--- src/rtl/bfp16_pkg.sv ---
// bfp16_pkg
// Shared types and constants for the BFP16 adder datapath.
//   bfp16_t   : packed bfloat16 view {sign, exp[7:0], man[6:0]}
//   EXP_MAX   : all-ones exponent marking inf/NaN
//   EXP_BIAS  : exponent bias of the format
//   SIZE_GRS  : guard/round/sticky bits kept below the fraction
//   SIZE_AMAN : aligned mantissa width {hidden, fraction, GRS}
package bfp16_pkg;

  typedef struct packed {
    logic       sign;
    logic [7:0] exp;
    logic [6:0] man;
  } bfp16_t;

  localparam logic [7:0] EXP_MAX   = 8'hFF;
  localparam logic [7:0] EXP_BIAS  = 8'd127;
  localparam int         SIZE_GRS  = 3;
  localparam int         SIZE_AMAN = 7 + 1 + SIZE_GRS;

endpackage

--- src/rtl/bfp16_align_shifter.sv ---
// bfp16_align_shifter
// Combinational right shifter for mantissa alignment. Every bit shifted out
// below bit 0 is collapsed into a sticky bit that is ORed into the LSB, so
// the rounding logic downstream still sees that something nonzero was lost.
//   din   : unaligned mantissa
//   shamt : exponent difference (shift distance)
//   dout  : aligned mantissa with sticky in bit 0
module bfp16_align_shifter
  import bfp16_pkg::*;
#(
  parameter int WIDTH   = SIZE_AMAN,
  parameter int SHIFT_W = 8
) (
  input  logic [WIDTH-1:0]   din,
  input  logic [SHIFT_W-1:0] shamt,
  output logic [WIDTH-1:0]   dout
);

  localparam logic [SHIFT_W-1:0] WIDTH_S = SHIFT_W'(WIDTH);

  logic [WIDTH-1:0] lost_mask;
  logic             sticky;

  // Shifts of the full width or more leave only the sticky bit behind.
  always_comb begin
    lost_mask = '0;
    sticky    = 1'b0;
    dout      = din;
    if (shamt >= WIDTH_S) begin
      dout = {{(WIDTH-1){1'b0}}, |din};
    end else begin
      lost_mask = ~({WIDTH{1'b1}} << shamt);
      sticky    = |(din & lost_mask);
      dout      = (din >> shamt) | {{(WIDTH-1){1'b0}}, sticky};
    end
  end

endmodule

--- src/rtl/bfp16_exp_align.sv ---
// bfp16_exp_align
// Front end of the BFP16 adder. Unpacks two bfloat16 operands, orders them
// by magnitude, and right-aligns the smaller mantissa to the larger exponent
// with guard/round/sticky bits. Two-stage valid/ready pipeline with full
// backpressure; latency 2, throughput 1 pair per cycle.
//   i_clk, i_rst_n      : clock, synchronous active-low reset
//   i_valid / o_ready   : operand pair handshake (o_ready is combinational)
//   i_data_a, i_data_b  : bfloat16 operands
//   o_valid / i_ready   : result handshake
//   o_sign_big          : sign of larger-magnitude operand
//   o_eff_sub           : operand signs differ
//   o_exp_big           : exponent of larger operand
//   o_man_big           : {hidden, fraction, GRS=0} of larger operand
//   o_man_small         : smaller mantissa aligned, sticky in LSB
//   o_zero_flag         : exact-zero sum (never set when o_special)
//   o_special           : an operand is inf/NaN
module bfp16_exp_align #(
  parameter int SIZE_EXP = 8,
  parameter int SIZE_MAN = 7,
  parameter int SIZE_GRS = 3
) (
  input  logic                           i_clk,
  input  logic                           i_rst_n,
  input  logic                           i_valid,
  output logic                           o_ready,
  input  logic [SIZE_EXP+SIZE_MAN:0]     i_data_a,
  input  logic [SIZE_EXP+SIZE_MAN:0]     i_data_b,
  output logic                           o_valid,
  input  logic                           i_ready,
  output logic                           o_sign_big,
  output logic                           o_eff_sub,
  output logic [SIZE_EXP-1:0]            o_exp_big,
  output logic [SIZE_MAN+SIZE_GRS:0]     o_man_big,
  output logic [SIZE_MAN+SIZE_GRS:0]     o_man_small,
  output logic                           o_zero_flag,
  output logic                           o_special
);

  localparam int SIZE_AMAN = SIZE_MAN + 1 + SIZE_GRS;
  localparam int SIZE_MAG  = SIZE_EXP + SIZE_MAN;

  import bfp16_pkg::*;

  logic                 s1_adv, s2_adv;
  logic                 sign_a, sign_b, zero_a, zero_b, a_big;
  logic                 eff_sub_in, special_in, zero_pre_in;
  logic [SIZE_EXP-1:0]  exp_a, exp_b, exp_big_in, exp_small_in, diff_in;
  logic [SIZE_MAG-1:0]  mag_a, mag_b;
  logic [SIZE_AMAN-1:0] aman_a, aman_b;

  logic                 s1_valid, s1_sign_big, s1_eff_sub, s1_special, s1_zero_pre;
  logic [SIZE_EXP-1:0]  s1_exp_big, s1_diff;
  logic [SIZE_AMAN-1:0] s1_man_big, s1_man_small;
  logic [SIZE_AMAN-1:0] man_small_aligned;

  assign s2_adv  = ~o_valid | i_ready;
  assign s1_adv  = ~s1_valid | s2_adv;
  assign o_ready = s1_adv;

  // Denormals (exp==0) are flushed to zero before the magnitude compare, so
  // a flushed operand has magnitude 0, exponent 0 and no hidden bit.
  always_comb begin
    sign_a       = i_data_a[SIZE_MAG];
    sign_b       = i_data_b[SIZE_MAG];
    exp_a        = i_data_a[SIZE_MAG-1:SIZE_MAN];
    exp_b        = i_data_b[SIZE_MAG-1:SIZE_MAN];
    zero_a       = (exp_a == '0);
    zero_b       = (exp_b == '0);
    mag_a        = zero_a ? '0 : i_data_a[SIZE_MAG-1:0];
    mag_b        = zero_b ? '0 : i_data_b[SIZE_MAG-1:0];
    aman_a       = zero_a ? '0 : {1'b1, i_data_a[SIZE_MAN-1:0], {SIZE_GRS{1'b0}}};
    aman_b       = zero_b ? '0 : {1'b1, i_data_b[SIZE_MAN-1:0], {SIZE_GRS{1'b0}}};
    a_big        = (mag_a >= mag_b);
    exp_big_in   = a_big ? exp_a : exp_b;
    exp_small_in = a_big ? exp_b : exp_a;
    diff_in      = exp_big_in - exp_small_in;
    eff_sub_in   = sign_a ^ sign_b;
    special_in   = (&exp_a) | (&exp_b);
    zero_pre_in  = (zero_a & zero_b) | (eff_sub_in & (mag_a == mag_b));
  end

  always_ff @(posedge i_clk) begin
    if (!i_rst_n) begin
      s1_valid     <= 1'b0;
      s1_sign_big  <= 1'b0;
      s1_eff_sub   <= 1'b0;
      s1_special   <= 1'b0;
      s1_zero_pre  <= 1'b0;
      s1_exp_big   <= '0;
      s1_diff      <= '0;
      s1_man_big   <= '0;
      s1_man_small <= '0;
    end else if (s1_adv) begin
      s1_valid <= i_valid;
      if (i_valid) begin
        s1_sign_big  <= a_big ? sign_a : sign_b;
        s1_eff_sub   <= eff_sub_in;
        s1_special   <= special_in;
        s1_zero_pre  <= zero_pre_in;
        s1_exp_big   <= exp_big_in;
        s1_diff      <= diff_in;
        s1_man_big   <= a_big ? aman_a : aman_b;
        s1_man_small <= a_big ? aman_b : aman_a;
      end
    end
  end

  bfp16_align_shifter #(
    .WIDTH   (SIZE_AMAN),
    .SHIFT_W (SIZE_EXP)
  ) u_shifter (
    .din   (s1_man_small),
    .shamt (s1_diff),
    .dout  (man_small_aligned)
  );

  // Inf/NaN results are resolved by the back end, so the zero shortcut is
  // suppressed whenever a special operand is present.
  always_ff @(posedge i_clk) begin
    if (!i_rst_n) begin
      o_valid     <= 1'b0;
      o_sign_big  <= 1'b0;
      o_eff_sub   <= 1'b0;
      o_exp_big   <= '0;
      o_man_big   <= '0;
      o_man_small <= '0;
      o_zero_flag <= 1'b0;
      o_special   <= 1'b0;
    end else if (s2_adv) begin
      o_valid <= s1_valid;
      if (s1_valid) begin
        o_sign_big  <= s1_sign_big;
        o_eff_sub   <= s1_eff_sub;
        o_exp_big   <= s1_exp_big;
        o_man_big   <= s1_man_big;
        o_man_small <= man_small_aligned;
        o_zero_flag <= s1_zero_pre & ~s1_special;
        o_special   <= s1_special;
      end
    end
  end

endmodule

--- config.mk ---
export PLATFORM = sky130hd
export DESIGN_NAME = bfp16_exp_align
export DESIGN_NICKNAME = d
export VERILOG_FILES = /design/src/rtl/bfp16_pkg.sv /design/src/rtl/bfp16_align_shifter.sv /design/src/rtl/bfp16_exp_align.sv
export SDC_FILE = /design/constraint.sdc
export NUM_CORES = 1
export LEC_CHECK = 0
export ABC_AREA = 1
export BUFFER_PORTS_ARGS = -buffer_cell sky130_fd_sc_hd__buf_2
export CORE_UTILIZATION = 50
export DETAILED_ROUTE_END_ITERATION = 10
export GPL_ROUTABILITY_DRIVEN = 0
export PLACE_DENSITY = 0.79
export SLEW_MARGIN = 20
export SYNTH_ARGS = -nofsm -noshare
export SYNTH_HDL_FRONTEND = slang
export SYNTH_SLANG_ARGS = --single-unit
--- constraint.sdc ---
create_clock -name i_clk -period 5.7 [get_ports i_clk]
set_input_delay 1.425 -clock i_clk [delete_from_list [all_inputs] [get_ports i_clk]]
set_output_delay 1.425 -clock i_clk [all_outputs]
set_load 0.03 [all_outputs]
Yosys cells after proc, flatten, opt, wreduce, memory -nomap -nowiden
Cells that the tools add are included.
- bitwise operators: 14
- order comparisons: 2
- reduce and logical (&&, ||, !) cells: 8
- equality and inequality tests: 1
- add/subtract/negate cells: 1
- shift operators: 2
- muxes and demuxes: 10
- operators by type and width (operator ; count):
    11-bit two-way mux ; 5
    15-bit two-way mux ; 2
    11-bit OR reduction ; 2
    8-bit zero test ; 2
    8-bit two-way mux ; 2
    8-bit AND reduction ; 2
    15-bit == test ; 1
    15-bit >= comparator ; 1
    11-bit AND ; 1
    11-bit inverter ; 1
    11-bit by 1-bit bitwise OR with 11-bit output ; 1
    11-bit by 8-bit << shifter with 11-bit output (first input constant) ; 1
    11-bit by 8-bit >> shifter with 11-bit output ; 1
    8-bit by 4-bit >= comparator with 1-bit output (second input constant) ; 1
    8-bit subtractor ; 1
    1-bit bitwise OR ; 4
    2-bit AND reduction ; 2
    1-bit AND ; 3
    1-bit inverter ; 3
    1-bit two-way mux ; 1
    1-bit bitwise XOR ; 1
- word-level logic and storage cells: 55
- bits in registers: 78
- output and inout port bits: 36
- bits of input ports: 36

Logic depth before layout (Yosys ltp)
- depth in word-level cells: 6
- depth in mapped cells: 23
- mapped depth without buffers: 23

By module
From an unflattened synthesis, not the netlist that was laid out.
- cell total of the unflattened synthesis: 700
- area total of the unflattened synthesis: 4479.3 um^2
- by module, submodules not included (module ; times used ; cells an instance ; area an instance (um^2)):
    bfp16_exp_align ; 1 ; 557 ; 3791.1
    bfp16_align_shifter ; 1 ; 143 ; 688.2

Worst setup path before layout
OpenSTA, ideal clock, no wires.
- path kind: input to register
- start: input port i_data_b[13]
- end: register s1_diff[2]
- path buffers: 0
- data required time: 5585 ps
- data arrival time: 3425 ps
- slack: 2160 ps
- stages: 19
- cell sequence: inv_1 -> nand4_1 -> nor2_1 -> inv_1 -> nand2_1 -> ha_1 -> nand2_1 -> inv_1 -> a21oi_1 -> nand2_1 -> nand2_4 -> nand3_4 -> nand2_1 -> nand3_2 -> nand2_1 -> nand2_2 -> xor2_1 -> o21ai_0 -> inv_1
- cells in the longest elaborated chain, start to end: 5
- elaborated cells on any way between the ends: 6
- classes of those cells: 1 x add/sub; 1 x order compare; 3 x mux; 1 x reduce/logical
- RTL lines (element ; line ; text):
    start, declared ; bfp16_exp_align.sv:27 ; input logic [SIZE_EXP+SIZE_MAN:0] i_data_b,
    8-bit zero test ; bfp16_exp_align.sv:68 ; zero_b = (exp_b == '0);
    15-bit two-way mux * ; bfp16_exp_align.sv:70 ; mag_b = zero_b ? '0 : i_data_b[SIZE_MAG-1:0];
    15-bit >= comparator * ; bfp16_exp_align.sv:73 ; a_big = (mag_a >= mag_b);
    8-bit two-way mux (on tied branches) ; bfp16_exp_align.sv:74, bfp16_exp_align.sv:75 ;
    8-bit subtractor * ; bfp16_exp_align.sv:76 ; diff_in = exp_big_in - exp_small_in;
    end signal, assigned ; bfp16_exp_align.sv:101 ; s1_diff <= diff_in;
    end, declared ; bfp16_exp_align.sv:52 ; logic [SIZE_EXP-1:0] s1_exp_big, s1_diff;
Every way passes the cells marked *; elsewhere a longest branch is shown, timed or not.
A chain may end at the register's enable or synchronous reset.

Final worst setup path
- start: input port i_data_b[12]
- end: register s1_diff[7]
- cells in the longest elaborated chain, start to end: 5
- elaborated cells on any way between the ends: 6
- classes of those cells: 1 x add/sub; 1 x order compare; 3 x mux; 1 x reduce/logical
- RTL lines (element ; line):
    8-bit zero test ; bfp16_exp_align.sv:68
    15-bit two-way mux ; bfp16_exp_align.sv:70
    15-bit >= comparator ; bfp16_exp_align.sv:73
    8-bit two-way mux (on tied branches) ; bfp16_exp_align.sv:74, bfp16_exp_align.sv:75
    8-bit subtractor * ; bfp16_exp_align.sv:76
Marked as above.

==> flow_metrics.tcl <==
set metrics [dict create \
    status "finished clean" \
    die_y_um 94.1 \
    yosys.area.top_type "dfxtp_1" \
    mostFrequentLayoutCell "nand2_1" \
    drv_cap 0 \
    synth-compound-area-share_pct 21.9 \
    critPathRequiredTime_ns 5.95 \
    clock_skew_ns 0.0104 \
    end_kind "flip-flop" \
    grt_max_degree 54 \
    syn_area_um2 4240 \
    nFillCells 774 \
    grt_setup_unrepaired "no" \
    hold_start "o_man_small[3]" \
    cts.path.max_buffers 2 \
    setup_tns_ns 0 \
    crit_fanout 33 \
    port_buffers 68 \
    fin_crit_sh_pct 75.1 \
    finalSetupViolCount 0 \
    final_cell_mix "nand2_1 (109), inv_1 (100), nor2_1 (93), dfxtp_1 (69), buf_2 (68)" \
    hold_viol 0 \
    r2r-start "o_valid" \
    fin_nets 746 \
    holdPathStages 2 \
    ys_seq_elements 69 \
    start_util_pct 51.6 \
    wl_per_cell_um 13.3 \
    worstSetupStartpointType "primary input" \
    num_vias 4406 \
    powerDensity_nw_per_um2 276 \
    drive_above_1_share_pct 14.6 \
    antenna_found_initial 0 \
    muxShareOfSynthArea_pct 0.236 \
    synth_seq_area_share_pct 32.6 \
    drtIter0Drc 352 \
    rrSetupSlack_ns 3.66 \
    postCtsResizedCells 0 \
    die_area_um2 8850 \
    grt_overflow 0 \
    num_antenna_cells 0 \
    synth_cells 648 \
    critPathArrivalTime_ns 4.53 \
    grt_pass1_vias 3994 \
    root_buffer "clkbuf_8" \
    drt-total-wl_um 10700 \
    slew_viol_final 0 \
    numCtsBuffers 9 \
    path_clk_slew_ns 0.08 \
    syn_area_per_cell_um2 6.54 \
    p_leak_nw 2.46 \
    final_util_pct 58.4 \
    pin_count 72 \
    fmax_ghz 0.234 \
    viasPerCell 5.47 \
    synth_fa_ha_area_share_pct 4.43 \
    detail-route-antenna-nets 0 \
    p_total_mw 1.32 \
    clock_sinks 69 \
    synth_top_family_by_area "simple AND/OR/NAND/NOR gates" \
    clk_latency_ns 0.35 \
    yosys_warnings 0 \
    post_cts_buffers 0 \
    min_to "o_man_small[3]" \
    r2r_cells 7 \
    synth.distinct_cells 34 \
    relSlewSlack_pct 53.2 \
    fp.coreArea_um2 8220 \
    criticalPathCategory "primary input to flip-flop" \
    hpwl_um 7870 \
    grtUsageTotal_pct 26.1 \
    fin_crit_ns 4.28 \
    hold_buffers 0 \
    cts.htree.levels 3 \
    drc 0 \
    num_rows 33 \
    r2r-end "s1_man_small[7]" \
    fp.dieW_um 94.1 \
    synth_simple_gate_area_share_pct 26.5 \
    synth_top_cells_by_area "dfxtp_1 (33%), nand2_1 (9.7%), inv_1 (8.9%)" \
    ir_drop_mv 0.121 \
    netlist.area_leader.share_pct 32.6 \
    synthXorXnorAreaFrac_pct 0.827 \
    first_pass_iters 4 \
    hp-class "flip-flop to flip-flop" \
    area_growth_pct 13.1 \
    max_slew.worst_pin.slew_ns 0.701 \
    grt_first_pass_wirelength_um 18100 \
    cts_tree "built" \
]
[power by group]
part           switching (mW)  total (mW)  internal [mW]  leakage (nW)
sequential             0.0292       0.547          0.518         0.569
clock                   0.195       0.452          0.257         0.112
combinational           0.219       0.325          0.105          1.78
total                   0.443        1.32          0.881          2.46
[sequential cells by signal (all words and copies together) (netlist names), 8 cells and up]
name / cells
s1_diff: 8
s1_man_small: 8
o_man_small: 11
o_man_big: 8
o_exp_big: 8
s1_man_big: 8
s1_exp_big: 8
[worst max-delay path by stage]
stage,start,end,slack (ns)
2_1_floorplan,i_data_b[13],s1_diff[2],2.16
3_3_place_gp,i_data_b[13],s1_diff[7],1.27
3_5_place_dp,i_data_b[12],s1_diff[7],1.12
4_1_cts,i_data_b[12],s1_diff[7],1.48
5_1_grt,i_data_b[12],s1_diff[7],0.99
6_report,i_data_b[12],s1_diff[7],1.42
[cells in the mapped netlist, drive strengths merged]
cell    number
nor3         8
nor4         3
o221ai      16
mux2i        1
conb         1
nand3       28
nand2      115
a22oi        1
dfxtp       69
a21oi       42
a31oi        3
nor2        97
xor2         4
o22ai        1
nand4        6
inv        100
nand3b       4
ha          15
clkbuf      27
o211ai      30
o21ai       58
clkinv       6
a211oi       3
buf         10
[per-stage QoR]
stage	hold WS (ns)	area, um2	instances	worst slack, ns
after global placement	0.446	4570	789	1.27
after global routing	0.496	4790	805	0.987
after detailed placement	0.453	4570	789	1.12
after CTS	0.465	4790	805	1.48
after floorplan	0.424	4250	650	2.16
final	0.463	4790	805	1.42
[logic make-up (layout without fill, tap and decap cells)]
logic type / count (synthesis) / after routing
flip-flops: 69 / 69
buffers and inverters: 143 / 193
AND/OR/NAND/NOR: 261 / 261
multiplexers: 1 / 1
adder cells (fa/ha/maj): 15 / 15
XOR/XNOR: 4 / 4
other: 1 / 3
AO/OA/AOI/OAI: 154 / 154
[worst max-delay path, cell delays in order]
cell and delay (ns):
buf_2 0.12, inv_1 0.12, nand4_1 0.12, nor2_1 0.31, inv_1 0.18, nand2_1 0.14
ha_1 0.25, nand2_1 0.09, inv_1 0.04, a21oi_1 0.16, nand2_1 0.11, nand2_4 0.12
nand3_4 0.29, inv_1 0.41, nand2_1 0.10, nand2_1 0.08, nand2_1 0.06, a21oi_2 0.12
nand2_1 0.07, nand2_1 0.05, nand3_1 0.06, nand2_1 0.07, inv_1 0.03
[final cells by class]
class | count | area, um2 | area share [%]
multi-input cells | 438 | 2300 | 47.9
clock inverters | 6 | 86.3 | 1.80
well taps | 105 | 131 | 2.74
repair buffers | 71 | 363 | 7.57
inverters | 106 | 398 | 8.30
clock buffers | 10 | 138 | 2.87
flip-flops and latches | 69 | 1380 | 28.8
[layer usage]
metal / part of all wire, % / global-route usage, % / vias to the layer above
met5: 0 / 0 / -
met4: 3.2 / 12.7 / 0
met3: 5.6 / 4.37 / 31
met2: 46 / 42.4 / 152
met1: 45 / 33.3 / 2004
li1: - / - / 2219
Power figures use the tool's default switching activity.
